[config.mk]
export PLATFORM = sky130hd
export DESIGN_NAME = unidade_busca_flat
export DESIGN_NICKNAME = d
export VERILOG_FILES = /design/src/rtl/unidade_busca_if.sv /design/src/rtl/unidade_busca.sv /design/src/flat_wrapper.sv
export SDC_FILE = /design/constraint.sdc
export NUM_CORES = 1
export LEC_CHECK = 0
export CORE_MARGIN = 4
export CORE_UTILIZATION = 36
export CTS_CLUSTER_DIAMETER = 40
export DETAILED_ROUTE_END_ITERATION = 6
export DONT_BUFFER_PORTS = 1
export PLACE_DENSITY = 0.52
export SKIP_CTS_REPAIR_TIMING = 1
export SLEW_MARGIN = 20
export SYNTH_ARGS = -nofsm -noshare
export SYNTH_HDL_FRONTEND = slang
export SYNTH_SLANG_ARGS = --single-unit
[constraint.sdc]
create_clock -name clock -period 1.79 [get_ports clock]
set_input_delay 0.4475 -clock clock [delete_from_list [all_inputs] [get_ports clock]]
set_output_delay 0.4475 -clock clock [all_outputs]
set_load 0.05 [all_outputs]
[src/rtl/unidade_busca_if.sv]
// Fetch-stage bus: instruction-memory address/data plus the decode-side
// valid/ready handshake and control inputs (branch, halt).
interface unidade_busca_if #(
    parameter int LARGURA_END   = 8,
    parameter int LARGURA_INSTR = 8
);
    logic [LARGURA_END-1:0]   endereco;
    logic [LARGURA_INSTR-1:0] instrucao;
    logic [LARGURA_INSTR-1:0] instrucao_reg;
    logic [LARGURA_END-1:0]   pc_instr;
    logic                     valida;
    logic                     pronto;
    logic                     desvio;
    logic [LARGURA_END-1:0]   alvo;
    logic                     parar;
    logic                     parado;
    logic [15:0]              contador_instr;

    // master: the fetch unit itself
    modport master (
        output endereco, instrucao_reg, pc_instr, valida, parado, contador_instr,
        input  instrucao, pronto, desvio, alvo, parar
    );

    // slave: memory + decode stage + control environment
    modport slave (
        input  endereco, instrucao_reg, pc_instr, valida, parado, contador_instr,
        output instrucao, pronto, desvio, alvo, parar
    );
endinterface

[src/rtl/unidade_busca.sv]
// Instruction-fetch stage: issues addresses to a negedge-read instruction
// memory, registers the returned word and hands it to decode via valida/pronto.
module unidade_busca #(
    parameter int LARGURA_END   = 8,
    parameter int LARGURA_INSTR = 8,
    parameter int END_INICIAL   = 0
) (
    input  logic              clock,
    input  logic              reset,
    unidade_busca_if.master   bus
);

    typedef enum logic {
        RUN  = 1'b0,
        HALT = 1'b1
    } estado_t;

    localparam logic [LARGURA_END-1:0] END_RESET = LARGURA_END'(END_INICIAL);
    localparam logic [15:0]            CNT_MAX   = 16'hFFFF;

    estado_t                  estado;
    logic [LARGURA_END-1:0]   endereco;
    logic [LARGURA_INSTR-1:0] instrucao_reg;
    logic [LARGURA_END-1:0]   pc_instr;
    logic                     valida;
    logic                     parado;
    logic [15:0]              contador_instr;

    // Advance when the register is empty or its word is being consumed.
    logic avanca;
    assign avanca = (estado == RUN) && !bus.desvio && !bus.parar && (!valida || bus.pronto);

    logic aceita;
    assign aceita = (estado == RUN) && valida && bus.pronto;

    // NOTE: sequential state uses non-blocking assignments so every register
    // samples pre-edge values, regardless of statement order in this block.
    always_ff @(posedge clock) begin
        if (reset) begin
            estado         <= RUN;
            endereco       <= END_RESET;
            instrucao_reg  <= '0;
            pc_instr       <= '0;
            valida         <= 1'b0;
            parado         <= 1'b0;
            contador_instr <= '0;
        end else begin
            // A consumed instruction counts even when a branch or halt lands on the same edge.
            if (aceita && contador_instr != CNT_MAX)
                contador_instr <= contador_instr + 16'd1;

            case (estado)
                RUN: begin
                    if (bus.parar) begin
                        estado <= HALT;
                        parado <= 1'b1;
                        valida <= 1'b0;
                    end else if (bus.desvio) begin
                        // Word already read from the old address is dropped.
                        endereco <= bus.alvo;
                        valida   <= 1'b0;
                    end else if (avanca) begin
                        instrucao_reg <= bus.instrucao;
                        pc_instr      <= endereco;
                        valida        <= 1'b1;
                        endereco      <= endereco + 1'b1;
                    end
                end
                HALT: begin
                    // Frozen until reset.
                end
                default: estado <= HALT;
            endcase
        end
    end

    assign bus.endereco       = endereco;
    assign bus.instrucao_reg  = instrucao_reg;
    assign bus.pc_instr       = pc_instr;
    assign bus.valida         = valida;
    assign bus.parado         = parado;
    assign bus.contador_instr = contador_instr;

endmodule

[src/flat_wrapper.sv]
// flat-port wrapper written by rule: the top's interface ports become plain ports
module unidade_busca_flat 
#(
    parameter int LARGURA_END   = 8,
    parameter int LARGURA_INSTR = 8,
    parameter int END_INICIAL   = 0
)
  (clock, reset, bus_endereco, bus_instrucao_reg, bus_pc_instr, bus_valida, bus_parado, bus_contador_instr, bus_instrucao, bus_pronto, bus_desvio, bus_alvo, bus_parar);
  unidade_busca_if #(.LARGURA_END(LARGURA_END), .LARGURA_INSTR(LARGURA_INSTR)) bus_i ();
  input  logic clock;
  input  logic reset;
  output wire logic [$bits(bus_i.endereco)-1:0] bus_endereco;
  output wire logic [$bits(bus_i.instrucao_reg)-1:0] bus_instrucao_reg;
  output wire logic [$bits(bus_i.pc_instr)-1:0] bus_pc_instr;
  output wire logic [$bits(bus_i.valida)-1:0] bus_valida;
  output wire logic [$bits(bus_i.parado)-1:0] bus_parado;
  output wire logic [$bits(bus_i.contador_instr)-1:0] bus_contador_instr;
  input wire logic [$bits(bus_i.instrucao)-1:0] bus_instrucao;
  input wire logic [$bits(bus_i.pronto)-1:0] bus_pronto;
  input wire logic [$bits(bus_i.desvio)-1:0] bus_desvio;
  input wire logic [$bits(bus_i.alvo)-1:0] bus_alvo;
  input wire logic [$bits(bus_i.parar)-1:0] bus_parar;
  assign bus_endereco = bus_i.endereco;
  assign bus_instrucao_reg = bus_i.instrucao_reg;
  assign bus_pc_instr = bus_i.pc_instr;
  assign bus_valida = bus_i.valida;
  assign bus_parado = bus_i.parado;
  assign bus_contador_instr = bus_i.contador_instr;
  assign bus_i.instrucao = bus_instrucao;
  assign bus_i.pronto = bus_pronto;
  assign bus_i.desvio = bus_desvio;
  assign bus_i.alvo = bus_alvo;
  assign bus_i.parar = bus_parar;
  unidade_busca #(.LARGURA_END(LARGURA_END), .LARGURA_INSTR(LARGURA_INSTR), .END_INICIAL(END_INICIAL)) u_core (.clock(clock), .reset(reset), .bus(bus_i));
endmodule
# After elaboration in Yosys (flattened, before gate mapping)
# Cells that the tools add are included.
totals:
  regBits: 43
  latchBits: 0
  ramBits: 0
  mem_bits_ro: 0
  inputBits: 21
  out_inout_bits: 42
  wordCells: 36
  mem_count: 0
classes:
  addsub: 2
  multipliers: 0
  div: 0
  magnitude_cmp: 0
  n_eq_ne: 1
  shifts: 0
  n_mux: 7
  bitwise_logic: 3
  n_reduce_logical: 16
op_table:
  columns: ["op", "count"]
  rows:
  - ["16-bit by 1-bit adder with 16-bit output (second input constant)", 1]
  - ["8-bit two-way mux", 2]
  - ["16-bit != test (second input constant)", 1]
  - ["8-bit by 1-bit adder with 8-bit output (second input constant)", 1]
  - ["1-bit logical AND", 6]
  - ["1-bit two-way mux", 5]
  - ["2-bit AND reduction", 2]
  - ["4-bit AND reduction", 1]
  - ["1-bit zero test", 3]
  - ["1-bit NOT", 3]
  - ["3-bit AND reduction", 1]
  - ["3-bit nonzero test", 1]
  - ["2-bit nonzero test", 1]
  - ["1-bit logical OR", 1]

# Logic depth before layout (Yosys ltp)
# Gate-level depths: netlist of the first run.
depth:
  depth_word: 7
  depth_mapped: 6
  ltp_nobuf: 5

# Worst setup path after synthesis of the first run
# No wires, ideal clock.
synth_timing:
  kind: "reg-to-reg"
  start: "register u_core.contador_instr[0], in the netlist u_core.bus.contador_instr[0]"
  end: "register u_core.contador_instr[10], in the netlist u_core.bus.contador_instr[10]"
  setup_time_ns: 0.123
  arrival_ns: 2.090
  required_ns: 1.667
  path_slack_ns: -0.423
  stages_incl_launch_ff: 6
  synth_period_minus_slack_ns: 2.213
  path_cell_list: "dfxtp_1 -> ha_1 -> nand4_4 -> a2111oi_2 -> nand3_1 -> mux2_1"
synth_via:
  elab_chain_cells: 2
  elab_cells_between_ends: 3
  classes_between: "1 x add/sub; 1 x eq/ne; 1 x reduce/logical"
synth_lines:
  columns: ["item", "line_no", "rtl"]
  rows:
  - ["from (decl)", "unidade_busca.sv:27", "logic [15:0] contador_instr;"]
  - ["from (signal assigned)", "unidade_busca.sv:50", "contador_instr <= contador_instr + 16'd1;"]
  - ["branches (longest 2 deep; another with 16-bit by 1-bit adder with 16-bit output)", null, null]
# Parallel ways; which one is timed is not known.
# A chain may end at the register's enable or synchronous reset.

# Worst setup path in the final report of the first run
# Same ends and word-level chain as after synthesis.

==> reports/qor_table.md, run 1 <==
| Quantity | This run | Unit |
|:---|:---|:---|
| TritonCTS clock tree | built | - |
| Slowest-stage cell, CP | sky130_fd_sc_hd__a2111oi_4 | - |
| Hold Vio Cnt, Final | 0 | - |
| Count of TritonRoute iterations in the first routing pass | 5 | - |
| Endpoint arrival time on the critical path | 1890 | ps |
| Met3 WL post-DR | 437 | µm |
| Layout cell share with drive strength beyond 1 | 27.6 | % |
| Wire length after detailed routing | 5.33 | mm |
| Element type at the critical path start | flop | - |
| Number of routed nets with antenna violations | 0 | - |
| Largest register FFs | 16 | - |
| Slowest cell delay on critical path | 390 | ps |
| Area share of the largest cell type after synthesis | 41.7 | % |
| Slew HR | 64.0 | % |
| Number of antenna violations at the first check in global routing | 0 | - |
| Net switching fraction of the power | 29.4 | % |
| Seq/Total Area, Yosys | 41.7 | % |
| Worst setup path category | reg -> reg | - |
| H-tree level count | 2 | - |
| Part of the cycle the worst path needs | 94.7 | % |
| Total DRC errors in the routed layout | 0 | - |
| CTS Buf Count | 5 | - |
| Starting density of the core | 37.3 | % |
| GP Congestion | 0.766 | - |
| Post-Synthesis Cell Area | 2070 | µm² |
| Number of I/O pins | 63 | - |
| Count of different cell masters after synthesis | 53 | - |
| Root Buffer Master | sky130_fd_sc_hd__clkbuf_8 | - |
| Insertion delay to the later sink of the worst-skew pair | 300 | ps |
| Post-Synthesis Mean Instance Area | 8.47 | µm² |
| CTS sink cnt | 43 | - |
| Final worst path period need | 1700 | ps |
| Largest cells by area after synthesis | sky130_fd_sc_hd__dfxtp_1 (42%), sky130_fd_sc_hd__a21oi_1 (8.0%), sky130_fd_sc_hd__nand3_1 (6.1%) | - |
| Wire length of the first global-routing pass | 8.63 | mm |
| FFs w/ async S/R, synth | 0 | % |
| Reg area | 887 | µm² |
| Sequential group share of total power | 55.5 | % |
| Transition at the pin with the smallest max-transition slack | 539 | ps |
| Main synth FF type | sky130_fd_sc_hd__dfxtp_1 | - |
| Outcome | complete, no violations | - |
| P_sw | 0.551 | mW |
| Fmax achieved | 0.590 | GHz |
| Layout overhead on the synthesized area | 19.9 | % |
| Mapped Nets | 267 | - |
| Inserted Diodes | 0 | - |
| Die span in x | 83.8 | µm |
| Die outline area | 7010 | µm² |
| Detailed route wirelength on metal2 | 2.23 | mm |
| Setup repair after global routing missed its margin | no | - |
| Total of warnings raised by yosys | 0 | - |
| Routed vias | 1851 | - |
| Post-synth top area cell | sky130_fd_sc_hd__dfxtp_1 | - |
| Reg2Reg Launch Point | u_core.bus.contador_instr[0] | - |
| Final-layout fill cell count | 569 | - |
| Cell area power density | 757 | nW/µm² |
| # Max-Cap Violations | 0 | - |
| Floorplan core area | 5540 | µm² |
| Count of flip-flops with a built-in enable after synthesis | 0 | - |
| Cells after Synth | 244 | - |
| Met1 WL | 2.61 | mm |
| Via count of the first global-routing pass | 1712 | - |
| Total Nets Final | 294 | - |
| Starting DRT DRC Count | 103 | - |
| Clock group share of total power | 35.0 | % |
| Slew Viols, Final | 0 | - |
| Bufs on Longest Clock Path | 2 | - |
| Number of setup violations in the final report | 0 | - |
| CP required | 1980 | ps |
| Number of synthesized register bits | 43 | - |
| List of cells traversed by the critical path | ha_2 > nand4_4 > a2111oi_4 > nand3_1 > mux2_1 | - |
| Crit path launch | u_core.bus.contador_instr[0] | - |
| Largest net degree at the start of global routing | 50 | - |
| Routed wire per std cell | 15.5 | µm |
| Worst clock skew | 7.40 | ps |
| Peak supply drop | 0.000441 | V |
| Commonest cells after routing, fill and taps aside | sky130_fd_sc_hd__a21oi_1 (33), sky130_fd_sc_hd__buf_4 (33), sky130_fd_sc_hd__dfxtp_1 (26), sky130_fd_sc_hd__nand3_1 (25), sky130_fd_sc_hd__nand2_1 (25) | - |
| Total number of placement rows | 27 | - |
| Largest Register | u_core.bus.contador_instr | - |
| Total half-perimeter wirelength after legalization and detailed placement | 3.85 | mm |
| Combinational Power Share | 9.5 | % |
| Number of input and output port buffers inserted | 0 | - |
| Critical path fanouts, max | 5 | - |
| Grt total ovfl | 0 | - |
| Worst hold path startpoint | reset | - |
| GRT Resource Usage Total | 14.9 | % |
| Classification of the worst-slack hold path | in -> reg | - |
| Area of combinational cells with multiple inputs | 1140 | µm² |
| Vias/cell | 5.38 | - |
| Aggregate negative setup slack | 0 | ps |
| Clock-pin transition on the worst setup and hold timing paths | 90 | ps |
| Highest metal layer with signal wires | met4 | - |
| Die height | 83.8 | µm |
| Internal power contribution | 1.32 | mW |
| Power after layout | 1.87 | mW |
| Static power due to leakage | 0.878 | nW |
| Kind of end point of the critical path | flop | - |
==> synth_stat cells (2+ instances only) <==
library cell               instances
sky130_fd_sc_hd__dfxtp_1          43
sky130_fd_sc_hd__a21oi_1          33
sky130_fd_sc_hd__nand2_1          25
sky130_fd_sc_hd__nand3_1          25
sky130_fd_sc_hd__nor2_1           18
sky130_fd_sc_hd__clkbuf_1          6
sky130_fd_sc_hd__nand2b_1          6
sky130_fd_sc_hd__o21ai_0           6
sky130_fd_sc_hd__inv_1             5
sky130_fd_sc_hd__buf_1             4
sky130_fd_sc_hd__nand4_1           4
sky130_fd_sc_hd__nor2b_1           4
sky130_fd_sc_hd__nor3_1            4
sky130_fd_sc_hd__o21a_1            4
sky130_fd_sc_hd__a211oi_1          3
sky130_fd_sc_hd__mux2i_1           3
sky130_fd_sc_hd__o31ai_1           3
sky130_fd_sc_hd__a311oi_1          2
sky130_fd_sc_hd__a31oi_1           2
sky130_fd_sc_hd__and4_1            2
sky130_fd_sc_hd__buf_2             2
sky130_fd_sc_hd__ha_1              2
sky130_fd_sc_hd__mux2_2            2
sky130_fd_sc_hd__nor3_2            2
sky130_fd_sc_hd__nor4_1            2
sky130_fd_sc_hd__o21ai_1           2
sky130_fd_sc_hd__o32ai_1           2
sky130_fd_sc_hd__or3_1             2
sky130_fd_sc_hd__or3_2             2
==> power by group through the flow <==
stage	registers, mW	logic [mW]	clock network [mW]
finish	1.04	0.178	0.656
global route	1.04	0.195	0.729
CTS	1.04	0.180	0.675
detailed placement	1.06	0.179	0
global placement	1.06	0.178	0
floorplan	1.11	0.0981	0
==> layout make-up <==
type,instances,area share [%]
flip-flops and latches,43,35.8
clock inverters,3,0.909
inverters,5,0.758
well taps,72,3.64
clock buffers,5,2.78
repair buffers,33,10.0
multi-input cells,183,46.1
==> metrics by stage <==
stage | hold slack (ps) | area, µm² | util, % | worst slack (ps) | instances
4_1_cts | 192 | 2480 | 44.7 | 94.0 | 344
2_1_floorplan | 526 | 2110 | - | -1.73 | 244
3_3_place_gp | 465 | 2390 | 43.1 | 121 | 336
3_5_place_dp | 470 | 2390 | 43.1 | 105 | 336
5_1_grt | 181 | 2480 | 44.7 | 5.08 | 344
6_report | 202 | 2480 | 44.7 | 94.7 | 344
==> worst paths after layout <==
check / end / slack (ps) / cells after the start
min: u_core.bus.contador_instr[11] / 200 / 1
max: u_core.bus.contador_instr[10] / 90 / 5
min reg2reg: u_core.bus.contador_instr[15] / 480 / 1
max reg2reg: u_core.bus.contador_instr[10] / 90 / 5
==> cell families (layout without fill, tap and decap cells) <==
logic type                 count (synthesis)  after routing  synth area share (%)
and+or+nand+nor                          107            107                  28.3
AOI/OAI and AO/OA                         65             65                  20.4
DFF                                       43             43                  41.7
buffers and inverters                     18             46                  3.76
muxes                                      7              7                  3.82
adders and majority gates                  2              2                  1.21
xor gates and xnor gates                   2              2                 0.848
==> critical path: cells and delay by family (launching register included) <==
family / cells / cell delay (ps)
compound gates: 1 / 390
fa+ha+maj: 1 / 230
flops: 1 / 350
mux: 1 / 310
simple gates: 2 / 300
==> metal layers <==
metal	up-vias	global-route usage, %
li1	949	-
met1	845	20.6
met2	50	22.1
met3	7	5.43
met4	0	3.51
met5	-	0
No activity file was read; power rests on OpenSTA's default activity.
==> run 2: changes to the inputs <==
Settings changed: PLACE_DENSITY 0.52 to not set.
==> reports/qor_table.md, run 2 (synthesized netlist as in run 1, its figures left out) <==
| Quantity | This run | Unit | Change |
|:---|:---|:---|:---|
| Critical path fanouts, max | 13 | - | +8 |
| Die height | 83.8 | µm | unchanged |
| Clock group share of total power | 32.8 | % | -2.2 points |
| Largest Register | u_core.bus.contador_instr | - |  |
| Util after Layout | 44.8 | % | +0.11 points |
| Wire length after detailed routing | 5.33 | mm | -0.11% |
| Grt total ovfl | 0 | - | unchanged |
| Routed wire per std cell | 15.4 | µm | -0.40% |
| GP Congestion | 0.788 | - | +3.0% |
| Combinational Power Share | 9.8 | % | +0.3 points |
| Transition at the pin with the smallest max-transition slack | 533 | ps | -6.01 ps |
| Starting density of the core | 37.3 | % | unchanged |
| Via count of the first global-routing pass | 1748 | - | +2.1% |
| Inserted Diodes | 0 | - | unchanged |
| Root Buffer Master | sky130_fd_sc_hd__clkbuf_8 | - |  |
| Number of I/O pins | 63 | - | unchanged |
| Number of routed nets with antenna violations | 0 | - | unchanged |
| Worst setup path category | reg -> reg | - |  |
| Total number of placement rows | 27 | - | unchanged |
| Total half-perimeter wirelength after legalization and detailed placement | 3.81 | mm | -1.0% |
| Hold Vio Cnt, Final | 0 | - | unchanged |
| H-tree level count | 2 | - | unchanged |
| List of cells traversed by the critical path | ha_2 > nand4_4 > o41ai_4 > buf_6 > nor3_2 > mux2_4 | - |  |
| Largest net degree at the start of global routing | 50 | - | unchanged |
| Critical path's top delay family | flip-flops | - |  |
| Count of TritonRoute iterations in the first routing pass | 4 | - | -1 |
| Part of the cycle the worst path needs | 93.8 | % | -0.94 points |
| Endpoint arrival time on the critical path | 1850 | ps | -40 ps |
| Number of input and output port buffers inserted | 0 | - | unchanged |
| Slew Viols, Final | 0 | - | unchanged |
| Largest register FFs | 16 | - | unchanged |
| Routed vias | 1861 | - | +0.54% |
| Peak supply drop | 0.000324 | V | -26% |
| CTS sink cnt | 43 | - | unchanged |
| Number of setup violations in the final report | 0 | - | unchanged |
| Post-layout worst setup margin | 112 | ps | +16.9 ps |
| Die outline area | 7010 | µm² | unchanged |
| Worst-case hold slack | 216 | ps | +14.8 ps |
| Starting DRT DRC Count | 142 | - | +38% |
| Setup repair after global routing missed its margin | no | - |  |
| Design Area, Final | 2480 | µm² | +0.25% |
| Classification of the worst-slack hold path | in -> reg | - |  |
| Slowest cell delay on critical path | 350 | ps | -40 ps |
| Element type at the critical path start | flop | - |  |
| Static power due to leakage | 0.881 | nW | +0.31% |
| Cell area power density | 732 | nW/µm² | -3.3% |
| Final worst path period need | 1680 | ps | -16.9 ps |
| Insertion delay to the later sink of the worst-skew pair | 290 | ps | about the same |
| Total Nets Final | 295 | - | +0.34% |
| Outcome | complete, no violations | - |  |
| Fmax achieved | 0.596 | GHz | +1.0% |
| Vias/cell | 5.39 | - | +0.25% |
| Slew HR | 64.4 | % | +0.40 points |
| GRT Resource Usage Total | 15.0 | % | +0.097 points |
| Clock-pin transition on the worst setup and hold timing paths | 80 | ps | about the same |
| Layout overhead on the synthesized area | 20.2 | % |  |
| Slowest-stage cell, CP | sky130_fd_sc_hd__dfxtp_4 | - |  |
| Layout cell share with drive strength beyond 1 | 27.5 | % | -0.10 points |
| Worst clock skew | 6.41 | ps | -0.993 ps |
| Internal power contribution | 1.32 | mW | -0.41% |
| Area after detailed placement | 2390 | µm² | +0.31% |
| Commonest cells after routing, fill and taps aside | sky130_fd_sc_hd__a21oi_1 (33), sky130_fd_sc_hd__buf_4 (33), sky130_fd_sc_hd__dfxtp_1 (26), sky130_fd_sc_hd__nand3_1 (25), sky130_fd_sc_hd__nand2_1 (25) | - |  |
| Bufs on Longest Clock Path | 2 | - | unchanged |
| Instance count after placement with tap cells included | 337 | - | +0.30% |
| Kind of end point of the critical path | flop | - |  |
| Die span in x | 83.8 | µm | unchanged |
| Net switching fraction of the power | 27.5 | % | -1.9 points |
| Final-layout fill cell count | 583 | - | +2.5% |
| Buffers and inverters on the worst path | 1 | - | +1 |
| # Max-Cap Violations | 0 | - | unchanged |
| Number of antenna violations at the first check in global routing | 0 | - | unchanged |
| CTS Buf Count | 5 | - | unchanged |
| TritonCTS clock tree | built | - |  |
| Total DRC errors in the routed layout | 0 | - | unchanged |
| Sequential group share of total power | 57.3 | % | +1.8 points |
| Worst slack after detailed placement | 80.9 | ps | -23.9 ps |
| Final Instance Count excl. Fillers | 345 | - | +0.29% |
| P_sw | 0.499 | mW | -9.4% |
| CP required | 1970 | ps | about the same |
| Floorplan core area | 5540 | µm² | unchanged |
| Wire length of the first global-routing pass | 8.86 | mm | +2.6% |
-- run 2: changes by cell type in the layout (fill, tap and decap cells not counted) --
| cell | previous run | this run |
|---|---|---|
| sky130_fd_sc_hd__buf_6 | 0 | 1 |
| sky130_fd_sc_hd__clkbuf_1 | 0 | 2 |
| sky130_fd_sc_hd__clkinv_2 | 0 | 1 |
| sky130_fd_sc_hd__clkinvlp_4 | 1 | 0 |
| sky130_fd_sc_hd__inv_4 | 1 | 0 |
| sky130_fd_sc_hd__inv_6 | 1 | 0 |
| sky130_fd_sc_hd__nor3_1 | 4 | 3 |
| sky130_fd_sc_hd__nor3_2 | 2 | 3 |
-- run 2: stage by stage --
stage / TNS, ps / power, mW
2_1_floorplan: -1.73 / 1.21
3_5_place_dp: 0 / 1.24
3_3_place_gp: 0 / 1.24
5_1_grt: 0 / 1.90
4_1_cts: 0 / 1.85
6_report: 0 / 1.82
-- run 2: final timing paths --
| path | to | slack (ps) | depth (start not counted) | start |
|---|---|---|---|---|
| setup / recovery | u_core.bus.contador_instr[6] | 110 | 6 | u_core.bus.contador_instr[0] |
| hold / removal | u_core.bus.contador_instr[7] | 220 | 1 | reset |
| setup reg to reg | u_core.bus.contador_instr[6] | 110 | 6 | u_core.bus.contador_instr[0] |
| hold reg to reg | u_core.bus.contador_instr[15] | 500 | 1 | u_core.bus.contador_instr[15] |
-- run 2: per-layer routing --
layer	vias to the layer above	GRT usage, %	wire, µm
met5	-	0	0
met3	2	4.94	316
li1	947	-	-
met1	866	20.3	2570
met4	0	2.63	19
met2	46	23.6	2420
-- run 2: final cells by class --
cell class,count,area (µm²),share of cell area (%)
Clock inverter,1,5.00,0.202
Sequential cell,43,887,35.7
Multi-Input combinational cell,183,1150,46.2
Timing Repair Buffer,34,259,10.4
Inverter,5,18.8,0.756
Clock buffer,7,76.3,3.07
Tap cell,72,90.1,3.63
-- run 2: power groups by stage --
stage               Clock (mW)  Combinational (mW)  Sequential (mW)
floorplan                    0              0.0981             1.11
global placement             0               0.176             1.06
detailed placement           0               0.178             1.07
CTS                      0.627               0.179             1.04
global route             0.664               0.195             1.05
finish                   0.597               0.178             1.04
